## src/rtl/proc_control.sv

```systemverilog
// Purpose : control FSM for a simple multi-cycle processor (mv, mvi, add, sub) driving a shared register bus.
// Latency : Run sampled in T0; Done 1 cycle later for mv/mvi/undefined, 3 cycles later for add/sub.
// Backpressure: none; Run is a start request honoured only in T0 and ignored while an instruction is running.
//
// Ports:
//   Clock   - single clock, rising edge
//   Resetn  - asynchronous active-low reset; clears step counter and IR
//   Run     - start request, sampled only in T0
//   DIN     - instruction/immediate bus; instruction word in DIN[N-1:N-9]
//   IR      - latched instruction III XXX YYY
//   Rin     - per-register load enables, Rin[k] loads Rk
//   Rout    - per-register bus drive enables, Rout[k] drives Rk
//   Ain, Gin, Gout, DINout, AddSub, Done - datapath strobes and completion flag
module proc_control #(
    parameter int N = 16
) (
    input  logic         Clock,
    input  logic         Resetn,
    input  logic         Run,
    input  logic [N-1:0] DIN,
    output logic [8:0]   IR,
    output logic [0:7]   Rin,
    output logic [0:7]   Rout,
    output logic         Ain,
    output logic         Gin,
    output logic         Gout,
    output logic         DINout,
    output logic         AddSub,
    output logic         Done
);

    // Step counter encoding.
    localparam logic [1:0] T0 = 2'd0;
    localparam logic [1:0] T1 = 2'd1;
    localparam logic [1:0] T2 = 2'd2;
    localparam logic [1:0] T3 = 2'd3;

    // Opcodes (III field).
    localparam logic [2:0] OP_MV  = 3'b000;
    localparam logic [2:0] OP_MVI = 3'b001;
    localparam logic [2:0] OP_ADD = 3'b010;
    localparam logic [2:0] OP_SUB = 3'b011;

    logic [1:0] tstep_q, tstep_d;
    logic [8:0] ir_q, ir_d;

    logic [2:0] opc;
    logic [2:0] xf;
    logic [2:0] yf;
    logic       is_addsub;
    logic [0:7] xsel;
    logic [0:7] ysel;

    // Only the top nine bits of DIN carry the instruction; the rest is
    // immediate data consumed by the datapath, not by this block.
    generate
        if (N > 9) begin : g_din_low
            logic unused_din_low;
            assign unused_din_low = ^DIN[N-10:0];
        end
    endgenerate

    // 3-bit register code to one-hot select; index k of the [0:7]
    // vector corresponds to register Rk.
    function automatic logic [0:7] dec3(input logic [2:0] code);
        logic [0:7] sel;
        sel       = '0;
        sel[code] = 1'b1;
        return sel;
    endfunction

    assign opc       = ir_q[8:6];
    assign xf        = ir_q[5:3];
    assign yf        = ir_q[2:0];
    assign is_addsub = (opc == OP_ADD) || (opc == OP_SUB);
    assign xsel      = dec3(xf);
    assign ysel      = dec3(yf);

    //------------------------------------------------------------------
    // Next-state logic: step counter and instruction register
    //------------------------------------------------------------------
    always_comb begin
        tstep_d = tstep_q;
        ir_d    = ir_q;
        case (tstep_q)
            T0: begin
                if (Run) begin
                    ir_d    = DIN[N-1:N-9];
                    tstep_d = T1;
                end
            end
            T1: begin
                // Only add/sub need the extra ALU steps.
                tstep_d = is_addsub ? T2 : T0;
            end
            T2: begin
                tstep_d = T3;
            end
            default: begin
                tstep_d = T0;
            end
        endcase
    end

    always_ff @(posedge Clock or negedge Resetn) begin
        if (!Resetn) begin
            tstep_q <= T0;
            ir_q    <= 9'd0;
        end else begin
            tstep_q <= tstep_d;
            ir_q    <= ir_d;
        end
    end

    //------------------------------------------------------------------
    // Control decode: purely a function of the step and the latched IR,
    // so DIN/Run changes after T0 cannot disturb a running instruction.
    // Reset forces T0, which decodes to all-zero outputs.
    //------------------------------------------------------------------
    always_comb begin
        Rin    = '0;
        Rout   = '0;
        Ain    = 1'b0;
        Gin    = 1'b0;
        Gout   = 1'b0;
        DINout = 1'b0;
        AddSub = 1'b0;
        Done   = 1'b0;
        case (tstep_q)
            T1: begin
                case (opc)
                    OP_MV: begin
                        Rout = ysel;
                        Rin  = xsel;
                        Done = 1'b1;
                    end
                    OP_MVI: begin
                        DINout = 1'b1;
                        Rin    = xsel;
                        Done   = 1'b1;
                    end
                    OP_ADD, OP_SUB: begin
                        Rout = xsel;
                        Ain  = 1'b1;
                    end
                    default: begin
                        // Undefined opcode: retire immediately, no transfer.
                        Done = 1'b1;
                    end
                endcase
            end
            T2: begin
                if (is_addsub) begin
                    Rout   = ysel;
                    Gin    = 1'b1;
                    AddSub = opc[0];
                end
            end
            T3: begin
                if (is_addsub) begin
                    Gout = 1'b1;
                    Rin  = xsel;
                    Done = 1'b1;
                end
            end
            default: begin
            end
        endcase
    end

    assign IR = ir_q;

    //------------------------------------------------------------------
    // Protocol checks
    //------------------------------------------------------------------
    // Never more than one source on the shared bus.
    a_one_driver : assert property (@(posedge Clock) disable iff (!Resetn)
        $onehot0({Rout, Gout, DINout}));

    // Done is a single-cycle pulse; the step after it is always T0.
    a_done_pulse : assert property (@(posedge Clock) disable iff (!Resetn)
        Done |=> !Done);

    // Done only appears in an execution step, never while idle.
    a_done_step : assert property (@(posedge Clock) disable iff (!Resetn)
        Done |-> (tstep_q != T0));

endmodule

```

## config.mk

```make
export PLATFORM = sky130hd
export DESIGN_NAME = proc_control
export DESIGN_NICKNAME = d
export VERILOG_FILES = /design/src/rtl/proc_control.sv
export SDC_FILE = /design/constraint.sdc
export NUM_CORES = 1
export LEC_CHECK = 0
export CAP_MARGIN = 20
export CORE_MARGIN = 5
export CORE_UTILIZATION = 38
export DETAILED_ROUTE_END_ITERATION = 8
export PLACE_DENSITY_LB_ADDON = 0.3
export RECOVER_POWER = 50
export SLEW_MARGIN = 20
export SYNTH_ARGS = -nofsm -noshare
export SYNTH_HDL_FRONTEND = slang
export SYNTH_SLANG_ARGS = --single-unit
```

## constraint.sdc

```tcl
create_clock -name Clock -period 3.1 [get_ports Clock]
set_input_delay 0.62 -clock Clock [delete_from_list [all_inputs] [get_ports Clock]]
set_output_delay 0.62 -clock Clock [all_outputs]
set_load 0.02 [all_outputs]
```

==> results of run 1 <==
[power groups by stage]
stage	Combinational, W	Clock [W]	Sequential (W)
2_1_floorplan	0.000371	0	0.000378
3_3_place_gp	0.000698	0	0.000322
3_5_place_dp	0.000711	0	0.000329
4_1_cts	0.000714	0.0000968	0.000327
5_1_grt	0.000760	0.000101	0.000348
6_report	0.000700	0.0000906	0.000328
[through the flow]
stage / worst slack (ns) / power (W) / instance area [um^2]
after global routing: 0.00667 / 0.00121 / 1230
after floorplan: 0.919 / 0.000749 / 752
final: 0.167 / 0.00112 / 1230
after detailed placement: 0.443 / 0.00104 / 1210
after CTS: 0.152 / 0.00114 / 1230
after global placement: 0.506 / 0.00102 / 1210
[worst register-to-register path, stage by stage (launching register included)]
cell and delay, ns:
dfrtp_1 0.40, inv_1 0.09, ha_1 0.24, nand2_1 0.32, mux2_2 0.39
[metal layers]
layer / global-route usage / wire [um] / share of wire / vias up
met5: 0 / 0 / 0 / -
met4: 0.0705 / 48 / 0.024 / 0
met3: 0.0163 / 100 / 0.050 / 4
met2: 0.245 / 1020 / 0.51 / 22
met1: 0.178 / 827 / 0.41 / 349
li1: - / - / - / 381
[layout by cell type, fill, tap and decap left out]
master,netlist,final
and4bb_2,1,1
and3_1,1,1
nor4b_1,1,1
or3b_4,1,1
dfrtp_1,11,11
nor2b_1,4,3
a31oi_1,1,1
ha_1,4,4
nand2_1,5,5
inv_1,2,2
nand4_1,1,1
dlygate4sd3_1,0,6
nand3_1,5,5
and2_1,2,2
mux2i_1,1,1
clkdlybuf4s50_1,0,36
and3b_1,1,1
mux2_1,1,1
mux2_2,10,10
or2_2,1,1
clkbuf_1,0,1
a21oi_1,1,1
nand2b_1,3,3
a21oi_2,1,1
nor2b_2,0,1
nor2_1,9,9
nand3b_1,2,2
clkbuf_4,0,3
o22ai_1,9,9
[sequential cells by signal, summed over array words and instances (netlist names)]
register / flops
IR: 9
tstep_q: 2
[path summary, 6_finish.rpt]
kind | startpoint | end | slack (ns)
worst min register to register | tstep_q[0] | tstep_q[1] | 0.55
worst min-delay path | tstep_q[0] | tstep_q[1] | 0.55
worst max register to register | tstep_q[0] | IR[4] | 1.55
min in group asynchronous | Resetn | IR[2] | 0.75
worst max-delay path | tstep_q[1] | Rout[7] | 0.17
max in group asynchronous | Resetn | IR[3] | 2.03
[logic make-up (layout without fill, tap and decap cells)]
group,Yosys count,in the layout,synth area share
AO/OA/AOI/OAI,12,12,0.101
multiplexers,12,12,0.178
AND/OR/NAND/NOR,37,37,0.278
buffers and inverters,2,48,0.00999
adder cells (fa/ha/maj),4,4,0.0666
flip-flops,11,11,0.366
[timing repair]
item	4_1_cts	5_1_grt
endpoints found under the hold margin	0	0
setup endpoints to repair	0	1
resized for setup	0	1
[cells in the mapped netlist]
library cell	n
mux2_2	10
nor4b_1	1
nand2_1	5
a31oi_1	1
and3_1	1
a21oi_1	1
nand4_1	1
mux2_1	1
nand3_1	5
a21oi_2	1
and4bb_2	1
mux2i_1	1
ha_1	4
o22ai_1	9
nand2b_1	3
or2_2	1
nor2_1	9
and3b_1	1
inv_1	2
or3b_4	1
nand3b_1	2
and2_1	2
dfrtp_1	11
nor2b_1	4
[cell type report]
cell class | count | area, um^2
clock buffer | 4 | 26.3
fill | 186 | 687
timing repair buffer | 42 | 420
inverter | 2 | 7.51
multi-input combinational | 65 | 472
tap | 27 | 33.8
sequential | 11 | 275
==> impl_metrics.toml, run 1 <==
[cts]
cts.sinks = 11
cts_tree = "built"
htree_num_levels = 1
clock-root-buffer = "clkbuf_4"
cts.clk_slew.worst_paths_ns = 0.06
clk_latency_ns = 0.26
cts_buffers = 3
cts_buffer_depth = 2
post_cts_buffers = 0
cts_hold_buf = 0

[drt]
wl_per_cell_um = 13.2
drc = 0
wirelength_um = 1990
avgViaCountPerCell = 5.01
ant_nets = 0
first_pass_iters = 3
vias = 756
dr.first_iter.drc_count = 9

[worst_setup_path]
criticalPathCategory = "reg -> out"
crit_path_max_incr_delay_ns = 0.64
worstPathMaxFanout = 8
cp.required_ns = 2.48
crit_chain = "inv_1 > ha_1 > nor4b_1 > a21oi_2 > o22ai_1 > clkdlybuf4s50_1"
end_kind = "primary output"
crit_arrival_ns = 2.31
crit_family = "buffers and inverters"
crit_cells = 6
path_buf_inv = 2
critPathLaunchType = "flip-flop"
slowest_stage = "clkdlybuf4s50_1"
worst-r2r-cell-count = 4

[placement]
dp_hpwl_um = 1670
io_buffers = 42
place.gp.congestion = 0.805
dp.cells = 147

[sta]
finalSetupViolCount = 0
fin_crit_ns = 2.93
tns_ns = 0
tightest_slew_ns = 0.470
skew_ns = 0.000415
hold_viol = 0
period_share = 0.946
rsz0062_at_grt = "false"
holdWs_ns = 0.548
slew_viol_final = 0
fmax_mhz = 341
slew_headroom = 0.686

[synth]
synth_cells = 78
yosysWarnings = 0
ys_seq_area_frac = 0.366
synth_cell_type_count = 24
synthTopCellsByArea = "dfrtp_1 (37%), mux2_2 (15%), o22ai_1 (7.5%), ha_1 (6.7%), nor2_1 (4.5%)"
syn_avg_cell_area_um2 = 9.64
synth_top_cell_by_area = "dfrtp_1"
synth_seq_cells = 11
syn_nets = 101
syn_area_um2 = 752
yosys.area.top_type_share = 0.366

[global_routing]
track_usage = 0.144
grt_antenna_before_repair = 0
grt_pass1_vias = 739
grt_max_degree = 12
grt_pass1_wl_um = 3130
grt-ovfl-total = 0

[pwr]
seq_power_share = 0.293
power_frac_comb = 0.626
p_per_area_nw_per_um2 = 905
power_frac_clock = 0.081
p_sw_w = 0.000506
p_leak_nw = 0.472
peakVddDrop_v = 0.000496
p_sw_frac = 0.453
p_int_w = 0.000612

[floorplanning]
die_w_um = 54.5
ios = 50
rows = 16
core_um2 = 1920
die_y_um = 54.5
die_area_um2 = 2970
start_util = 0.391

[flow_run]
maxCapViolations = 0

[cells_and_area]
final_cells = 151
fin_util = 0.643
nNetsFinal = 148
syn_to_final_growth_pct = 64.2
drive_gt1_frac = 0.145
antenna_cells = 0

[worst_hold_path]
hp-class = "reg -> reg"
hold_depth = 1

[outcome]
status = "finished clean"
(Power assumes the default switching activity.)
==> run 2, diff against run 1 <==
HOLD_SLACK_MARGIN = 0.03   (was default)
==> results of run 2 <==
The final DEF is identical to that of run 1; final timing and power are the same.
==> run 3, diff against run 2 <==
RECOVER_POWER = default   (was 50)
==> run 3 against run 2 <==
- critical path type unchanged
- critical path depth unchanged
- utilization unchanged
- maximum frequency about the same
==> impl_metrics.toml, run 3 (synthesis results as in run 1) <==
[cts]
cts_tree = "built"
cts.sinks = 11
cts_buffers = 3
cts.clk_slew.worst_paths_ns = 0.06
htree_num_levels = 1
cts_hold_buf = 0
clk_latency_ns = 0.26
clock-root-buffer = "clkbuf_4"
cts_buffer_depth = 2

[global_routing]
grt-ovfl-total = 0
grt_pass1_wl_um = 3130
grt_pass1_vias = 739
grt_antenna_before_repair = 0
grt_max_degree = 12
track_usage = 0.144

[placement]
io_buffers = 42
dp_hpwl_um = 1670
place.gp.congestion = 0.805
dp.cells = 147

[cells_and_area]
nNetsFinal = 148
most-common-layout-cells = "clkdlybuf4s50_1 (42), dfrtp_1 (11), mux2_2 (10)"
final_cells = 151
drive_gt1_frac = 0.145
largest_reg_flops = 9
fin_util = 0.643
final_common_cell = "clkdlybuf4s50_1"
syn_to_final_growth_pct = 64.2
antenna_cells = 0

[floorplanning]
die_y_um = 54.5
rows = 16
die_w_um = 54.5
start_util = 0.391
core_um2 = 1920
ios = 50
die_area_um2 = 2970

[sta]
tightest_slew_ns = 0.465
finalSetupViolCount = 0
holdWs_ns = 0.549
fin_crit_ns = 2.93
slew_viol_final = 0
period_share = 0.946
skew_ns = 0.000415
fmax_mhz = 341
tns_ns = 0
rsz0062_at_grt = "false"
hold_viol = 0
slew_headroom = 0.689

[drt]
drc = 0
ant_nets = 0
avgViaCountPerCell = 5.01
wl_per_cell_um = 13.2
vias = 757
wirelength_um = 2000
first_pass_iters = 3
dr.first_iter.drc_count = 10

[pwr]
peakVddDrop_v = 0.000502
p_leak_nw = 0.470
p_per_area_nw_per_um2 = 914
finalPower_w = 0.00113

[worst_setup_path]
end_kind = "primary output"
cp.required_ns = 2.48
crit_arrival_ns = 2.31
criticalPathCategory = "reg -> out"
critPathLaunchType = "flip-flop"
worstPathMaxFanout = 8

[flow_run]
maxCapViolations = 0

[worst_hold_path]
hp-class = "reg -> reg"

[outcome]
status = "finished clean"
-- run 3: repair_timing --
item | in CTS | in global routing
setup endpoints to repair | 0 | 1
setup buffers | 0 | 0
resized for setup | 0 | 1
-- run 3: path summary, 6_finish.rpt --
path	start	cells past startpoint	to	slack [ns]
max in group asynchronous	Resetn	1	IR[3]	2.11
hold reg to reg	tstep_q[0]	1	tstep_q[1]	0.55
setup / recovery	tstep_q[1]	6	Rout[7]	0.17
setup reg to reg	tstep_q[0]	4	IR[4]	1.55
hold / removal	tstep_q[0]	1	tstep_q[1]	0.55
min in group asynchronous	Resetn	1	IR[2]	0.68
-- run 3: cell type report --
| type | count | area [um^2] |
|---|---|---|
| clock buffer | 4 | 26.3 |
| fill | 186 | 687 |
| inverter | 2 | 7.51 |
| multi-input combinational | 65 | 472 |
| sequential | 11 | 275 |
| tap | 27 | 33.8 |
| timing repair buffer | 42 | 420 |
-- run 3: worst max-delay path: stages (launching register included) --
cell and delay, ns:
dfrtp_1 0.43, inv_1 0.10, ha_1 0.20, nor4b_1 0.31
a21oi_2 0.13, o22ai_1 0.24, clkdlybuf4s50_1 0.64
-- run 3: routing by layer --
metal | GRT usage | vias up | routed length (um) | part of all wire
li1 | - | 381 | - | -
met1 | 0.178 | 350 | 826 | 0.41
met2 | 0.245 | 22 | 1020 | 0.51
met3 | 0.0163 | 4 | 100 | 0.050
met4 | 0.0705 | 0 | 48 | 0.024
met5 | 0 | - | 0 | 0
-- run 3: metrics by stage --
stage	instance area, um^2	setup WS (ns)
after global placement	1210	0.506
after floorplan	752	0.919
final	1230	0.166
after global routing	1230	0.00666
after detailed placement	1210	0.443
after CTS	1230	0.152
-- run 3: power by group --
group	switching [W]	internal [W]
logic	0.000354	0.000356
registers	0.000112	0.000217
clock network	0.0000410	0.0000496
